**src/rtl/vx_rsp_tag_sched_pkg.sv**
```systemverilog
// Shared definitions for the response tag scheduler: FSM state encoding
// and the index-width helper used to size bank pointers and counters.
package vx_rsp_tag_sched_pkg;

  localparam logic [1:0] ST_IDLE    = 2'd0;
  localparam logic [1:0] ST_COLLECT = 2'd1;
  localparam logic [1:0] ST_ISSUE   = 2'd2;

  // Bits needed to index n items; never less than one bit.
  function automatic int unsigned idx_width(input int unsigned n);
    return (n > 32'd1) ? 32'($clog2(n)) : 32'd1;
  endfunction

endpackage

```
**src/rtl/vx_rsp_tag_sched_rr_pick.sv**
```systemverilog
// Combinational circular priority finder.
// Ports:
//   req   - request vector, one bit per source
//   start - search begins at this index and wraps around
//   idx   - first requesting index at or after start
//   found - any request present
module vx_rsp_tag_sched_rr_pick #(
  parameter int unsigned N     = 4,
  parameter int unsigned IDX_W = 2
) (
  input  logic [N-1:0]     req,
  input  logic [IDX_W-1:0] start,
  output logic [IDX_W-1:0] idx,
  output logic             found
);

  // Scan offsets from farthest to nearest so the nearest hit is written last.
  always_comb begin
    int unsigned       pos;
    logic [IDX_W-1:0]  cand;
    idx   = '0;
    found = 1'b0;
    pos   = 0;
    cand  = '0;
    for (int unsigned off = N; off > 0; off--) begin
      pos  = (32'(start) + off - 32'd1) % N;
      cand = IDX_W'(pos);
      if (req[cand]) begin
        idx   = cand;
        found = 1'b1;
      end
    end
  end

endmodule

```
**src/rtl/vx_rsp_tag_sched.sv**
```systemverilog
// Response tag scheduler: picks a winning bank round-robin, gathers every
// bank holding a response with the same batch ID for up to BATCH_WAIT cycles,
// then offers the batch to the merge datapath.
// Ports:
//   clk, reset             - clock, asynchronous active-low reset
//   per_bank_rsp_valid/tag - per-bank pending responses
//   per_bank_rsp_ready     - bank response consumed this cycle
//   sel_valid/tag/bank_mask, sel_ready - batch handshake to the merge path
//   busy                   - scheduler is not idle
module vx_rsp_tag_sched
  import vx_rsp_tag_sched_pkg::*;
#(
  parameter int unsigned NUM_BANKS        = 4,
  parameter int unsigned CORE_TAG_WIDTH   = 8,
  parameter int unsigned CORE_TAG_ID_BITS = 4,
  parameter int unsigned BATCH_WAIT       = 2
) (
  input  logic                                clk,
  input  logic                                reset,
  input  logic [NUM_BANKS-1:0]                per_bank_rsp_valid,
  input  logic [NUM_BANKS*CORE_TAG_WIDTH-1:0] per_bank_rsp_tag,
  output logic [NUM_BANKS-1:0]                per_bank_rsp_ready,
  output logic                                sel_valid,
  output logic [CORE_TAG_WIDTH-1:0]           sel_tag,
  output logic [NUM_BANKS-1:0]                sel_bank_mask,
  input  logic                                sel_ready,
  output logic                                busy
);

  localparam int unsigned IDX_W = idx_width(NUM_BANKS);
  localparam int unsigned CNT_W = idx_width(BATCH_WAIT + 1);
  localparam logic [CNT_W-1:0] WAIT_LAST = CNT_W'((BATCH_WAIT > 0) ? BATCH_WAIT - 1 : 0);
  localparam logic [IDX_W-1:0] LAST_BANK = IDX_W'(NUM_BANKS - 1);

  logic [1:0]                state_q, state_d;
  logic [IDX_W-1:0]          rr_ptr_q, rr_ptr_d;
  logic [IDX_W-1:0]          winner_q, winner_d;
  logic [CNT_W-1:0]          wait_cnt_q, wait_cnt_d;
  logic [CORE_TAG_WIDTH-1:0] tag_q, tag_d;

  logic [IDX_W-1:0]          pick_idx;
  logic                      pick_found;
  logic [CORE_TAG_WIDTH-1:0] pick_tag;
  logic [NUM_BANKS-1:0]      match;
  logic                      fire;

  vx_rsp_tag_sched_rr_pick #(
    .N     (NUM_BANKS),
    .IDX_W (IDX_W)
  ) u_rr_pick (
    .req   (per_bank_rsp_valid),
    .start (rr_ptr_q),
    .idx   (pick_idx),
    .found (pick_found)
  );

  // Tag of the bank the picker selected.
  always_comb begin
    pick_tag = '0;
    for (int unsigned i = 0; i < NUM_BANKS; i++) begin
      if (IDX_W'(i) == pick_idx) begin
        pick_tag = per_bank_rsp_tag[i*CORE_TAG_WIDTH +: CORE_TAG_WIDTH];
      end
    end
  end

  // Banks whose batch ID equals the latched one; only meaningful once a winner is held.
  always_comb begin
    match = '0;
    for (int unsigned i = 0; i < NUM_BANKS; i++) begin
      match[i] = (state_q != ST_IDLE) && per_bank_rsp_valid[i] &&
                 (per_bank_rsp_tag[i*CORE_TAG_WIDTH +: CORE_TAG_ID_BITS] ==
                  tag_q[CORE_TAG_ID_BITS-1:0]);
    end
  end

  // An empty batch is never offered, so it can never fire.
  assign sel_valid          = (state_q == ST_ISSUE) && (|match);
  assign sel_bank_mask      = (state_q == ST_ISSUE) ? match : '0;
  assign sel_tag            = tag_q;
  assign fire               = sel_valid && sel_ready;
  assign per_bank_rsp_ready = fire ? match : '0;
  assign busy               = (state_q != ST_IDLE);

  // Next-state logic.
  always_comb begin
    state_d    = state_q;
    rr_ptr_d   = rr_ptr_q;
    winner_d   = winner_q;
    wait_cnt_d = wait_cnt_q;
    tag_d      = tag_q;
    case (state_q)
      ST_IDLE: begin
        if (pick_found) begin
          winner_d   = pick_idx;
          tag_d      = pick_tag;
          wait_cnt_d = '0;
          state_d    = (BATCH_WAIT == 0) ? ST_ISSUE : ST_COLLECT;
        end
      end
      ST_COLLECT: begin
        if (match == '0) begin
          state_d = ST_IDLE;
        end else begin
          wait_cnt_d = wait_cnt_q + CNT_W'(1);
          if ((&match) || (wait_cnt_q == WAIT_LAST)) begin
            state_d = ST_ISSUE;
          end
        end
      end
      ST_ISSUE: begin
        if (match == '0) begin
          state_d = ST_IDLE;
        end else if (fire) begin
          rr_ptr_d = (winner_q == LAST_BANK) ? '0 : winner_q + IDX_W'(1);
          state_d  = ST_IDLE;
        end
      end
      default: state_d = ST_IDLE;
    endcase
  end

  // State registers.
  always_ff @(posedge clk or negedge reset) begin
    if (!reset) begin
      state_q    <= ST_IDLE;
      rr_ptr_q   <= '0;
      winner_q   <= '0;
      wait_cnt_q <= '0;
      tag_q      <= '0;
    end else begin
      state_q    <= state_d;
      rr_ptr_q   <= rr_ptr_d;
      winner_q   <= winner_d;
      wait_cnt_q <= wait_cnt_d;
      tag_q      <= tag_d;
    end
  end

endmodule

```
**config.mk**
```make
export PLATFORM = sky130hd
export DESIGN_NAME = vx_rsp_tag_sched
export DESIGN_NICKNAME = d
export VERILOG_FILES = /design/src/rtl/vx_rsp_tag_sched_pkg.sv /design/src/rtl/vx_rsp_tag_sched_rr_pick.sv /design/src/rtl/vx_rsp_tag_sched.sv
export SDC_FILE = /design/constraint.sdc
export NUM_CORES = 1
export LEC_CHECK = 0
export CAP_MARGIN = 10
export CORE_MARGIN = 3
export CORE_UTILIZATION = 34
export CTS_BUF_LIST = sky130_fd_sc_hd__clkbuf_16
export CTS_CLUSTER_SIZE = 8
export DETAILED_ROUTE_END_ITERATION = 7
export PLACE_DENSITY = 0.71
export SLEW_MARGIN = 10
export SYNTH_ARGS = -nofsm -noshare
export SYNTH_HDL_FRONTEND = slang
export SYNTH_SLANG_ARGS = --single-unit
```
**constraint.sdc**
```tcl
create_clock -name clk -period 4 [get_ports clk]
set_input_delay 0.4 -clock clk [delete_from_list [all_inputs] [get_ports clk]]
set_output_delay 0.4 -clock clk [all_outputs]
set_load 0.005 [all_outputs]
```
==> results.py <==
metrics = {
    "cts": {
        "holdBufCountCts": 0,
        "post_cts_buffers": 0,
        "cts_buffers": 3,
        "path_clk_slew_ps": 50,
        "clock_sinks": 16,
        "cts_root_buffer": "clkbuf_16",
        "cts_tree": "done",
        "clk_latency_ps": 240,
        "postCtsResizedCells": 0,
        "h-tree-depth": 1,
        "clock_path_buffers": 2,
    },
    "worst_setup_path": {
        "path_class": "input pin to output port",
        "critPathCapture": "sel_valid",
        "start_kind": "input pin",
        "cp_common_cell": "clkdlybuf4s50_1",
        "critPathMaxFanout": 5,
        "cp.required_ps": 3600,
        "slowest_stage": "clkdlybuf4s50_1",
        "ff2ff_path_depth": 5,
        "crit_path_start": "per_bank_rsp_tag[0]",
        "regToRegSetupSlack_ps": 1830,
        "reg2reg_to": "sel_tag[0]",
        "critPathArrivalTime_ps": 2350,
        "r2r_start": "rr_ptr_q[1]",
        "slowest_delay_ps": 510,
        "path_cells": "clkdlybuf4s50_1 > xnor2_1 > nand3_2 > nor4_2 > nor4_1 > nor2_1 > clkdlybuf4s50_1",
        "cp-end-kind": "output port",
    },
    "detailed_routing": {
        "drtPass1Iterations": 4,
        "drt_iter0_markers": 65,
        "drt-met1-wl_um": 1445,
        "drc": 0,
        "wl_met3_um": 202,
        "avgViaCountPerCell": 5.143,
        "wire_per_inst_um": 14.95,
        "ant_nets": 0,
        "drt_wl_total_um": 3334,
        "wl_met2_um": 1655,
        "top_layer_used": "met4",
        "dr_total_vias": 1147,
    },
    "synth": {
        "avgSynthCellArea_sq_um": 10.00,
        "async_flop_share_pct": 100.0,
        "netlist.area_leader.share_pct": 31.78,
        "syn_area_sq_mm": 0.001260,
        "synth_compound_area_share_pct": 9.434,
        "ys_ff_latch": 16,
        "synth_adder_area_share_pct": 1.986,
        "synth_ff_type": "dfrtp_1",
        "synth_fp_nets": 167,
        "synth_mux_area_share_pct": 18.57,
        "synth.area.top_cells": "dfrtp_1, mux2i_1, xor2_1",
        "yosys.area.top_type": "dfrtp_1",
        "synth_xor_area_share_pct": 11.12,
        "synth-edff-count": 0,
        "ys_seq_area_share_pct": 31.78,
        "synth.yosys.warnings": 0,
        "synth_simple_gate_area_share_pct": 22.54,
        "synthCells": 126,
        "synth_cell_types": 36,
        "synth_top_family_by_area": "simple AND/OR/NAND/NOR gates",
    },
    "global_routing": {
        "track_usage_pct": 15.29,
        "grt_pass1_vias": 1115,
        "grt_max_degree": 17,
        "grt_pass1_wl_um": 5195,
        "overflow": 0,
        "antenna_found_initial": 0,
    },
    "layout": {
        "area.growth.synth_to_final_pct": 51.84,
        "layout.cells.most_common_list": "clkdlybuf4s50_1, mux2i_1, dfrtp_1, nand2_1, xor2_1",
        "multi_input_area_sq_um": 808.3,
        "fin_nets": 220,
        "fill_cells": 319,
        "final_core_util_pct": 55.58,
        "regArea_sq_um": 400.4,
        "diodes": 0,
        "drive_gt1_share_pct": 8.475,
        "layout_commonest_cell": "clkdlybuf4s50_1",
    },
    "timing": {
        "clock_skew_ps": 3.548,
        "final_hold_viol_count": 0,
        "setup_violations": 0,
        "max_slew_margin_pct": 47.00,
        "worst_slew_pin_slew_ps": 795.0,
        "finalSetupTns_ps": 0,
        "final.min_clock_period_ps": 2752,
        "drv_slew": 0,
        "timing.fmax_mhz": 363.3,
        "period_share_pct": 68.81,
        "worst_hold_slack_ps": 480.8,
        "rsz0062_at_grt": "no",
    },
    "floorplanning": {
        "start_util_pct": 36.60,
        "dieArea_sq_mm": 0.004472,
        "io_pins": 57,
        "rows": 21,
        "coreArea_sq_mm": 0.003442,
        "die_x_um": 66.88,
        "die_h_um": 66.88,
    },
    "pwr": {
        "p_per_area_mw_per_mm2": 471.1,
        "ir_drop_uv": 222.4,
        "p_leak_nw": 0.7778,
    },
    "worst_hold_path": {
        "hp-class": "register to register",
    },
    "placed_design": {
        "hpwl_um": 2631,
        "numPortBuffers": 56,
        "gp_congestion": 0.8473,
    },
    "outcome": {
        "status": "completed",
    },
    "run": {
        "maxCapViolations": 0,
    },
}
## worst max-delay path: cells and delay by family
kind	cells	cell delay, ps
and+or+nand+nor	4	790
xor gates and xnor gates	1	140
buffers and inverters	2	1010
## registers in the layout, indices dropped and copies added (netlist names)
name,cells
state_q,2
wait_cnt_q,2
rr_ptr_q,2
winner_q,2
sel_tag,8
## cell type report
type                            instances  area share, %
Timing Repair Buffer                   57          29.69
Sequential cell                        16          20.93
Clock buffer                            3          3.924
Multi-Input combinational cell        100          42.25
Tap cell                               46          3.009
Inverter                                1         0.1962
## per-stage QoR
stage	instances	power, mW	instance area (sq um)	setup slack, ps
final	223	0.9012	1913	1248
after global routing	223	0.9632	1913	1136
after CTS	223	0.9124	1913	1253
after detailed placement	220	0.7189	1838	1265
after global placement	220	0.7097	1838	1268
after floorplan	126	0.5506	1260	2058
## power breakdown
group	internal (mW)	switching (mW)	leakage (nW)
Combinational	0.228	0.191	0.536
Clock	0.131	0.0579	0.0370
Sequential	0.222	0.0718	0.205
Total	0.581	0.321	0.778
## routing by layer
| layer | track usage, % | vias to the layer above |
|---|---|---|
| met1 | 19.11 | 540 |
| met2 | 26.49 | 38 |
| li1 | - | 567 |
| met3 | 1.855 | 2 |
| met4 | 6.076 | 0 |
| met5 | 0 | - |
## synth_stat cells, types with 3 or more instances
master    count
mux2i_1      20
dfrtp_1      16
nand2_1      13
xor2_1       12
o221ai_1      8
nor2_1        5
and2_1        4
and3_1        4
nor4_2        4
xnor2_1       4
buf_2         3
nand3_2       3
## logic make-up (layout without fill, tap and decap cells)
family / after synthesis / after routing
simple gates: 45 / 45
mux: 23 / 23
xor+xnor: 16 / 16
flops: 16 / 16
compound gates: 14 / 14
buf+inv: 10 / 61
fa+ha+maj: 2 / 2
## worst min-delay path by stage
stage,startpoint,end,slack [ps],cells after the start
floorplan,reset,rr_ptr_q[0],100,0
global placement,wait_cnt_q[0],wait_cnt_q[0],470,1
detailed placement,wait_cnt_q[0],wait_cnt_q[0],480,1
CTS,wait_cnt_q[0],wait_cnt_q[0],480,1
global route,wait_cnt_q[0],wait_cnt_q[0],510,1
finish,wait_cnt_q[0],wait_cnt_q[0],480,1
Power figures use the tool's default switching activity.
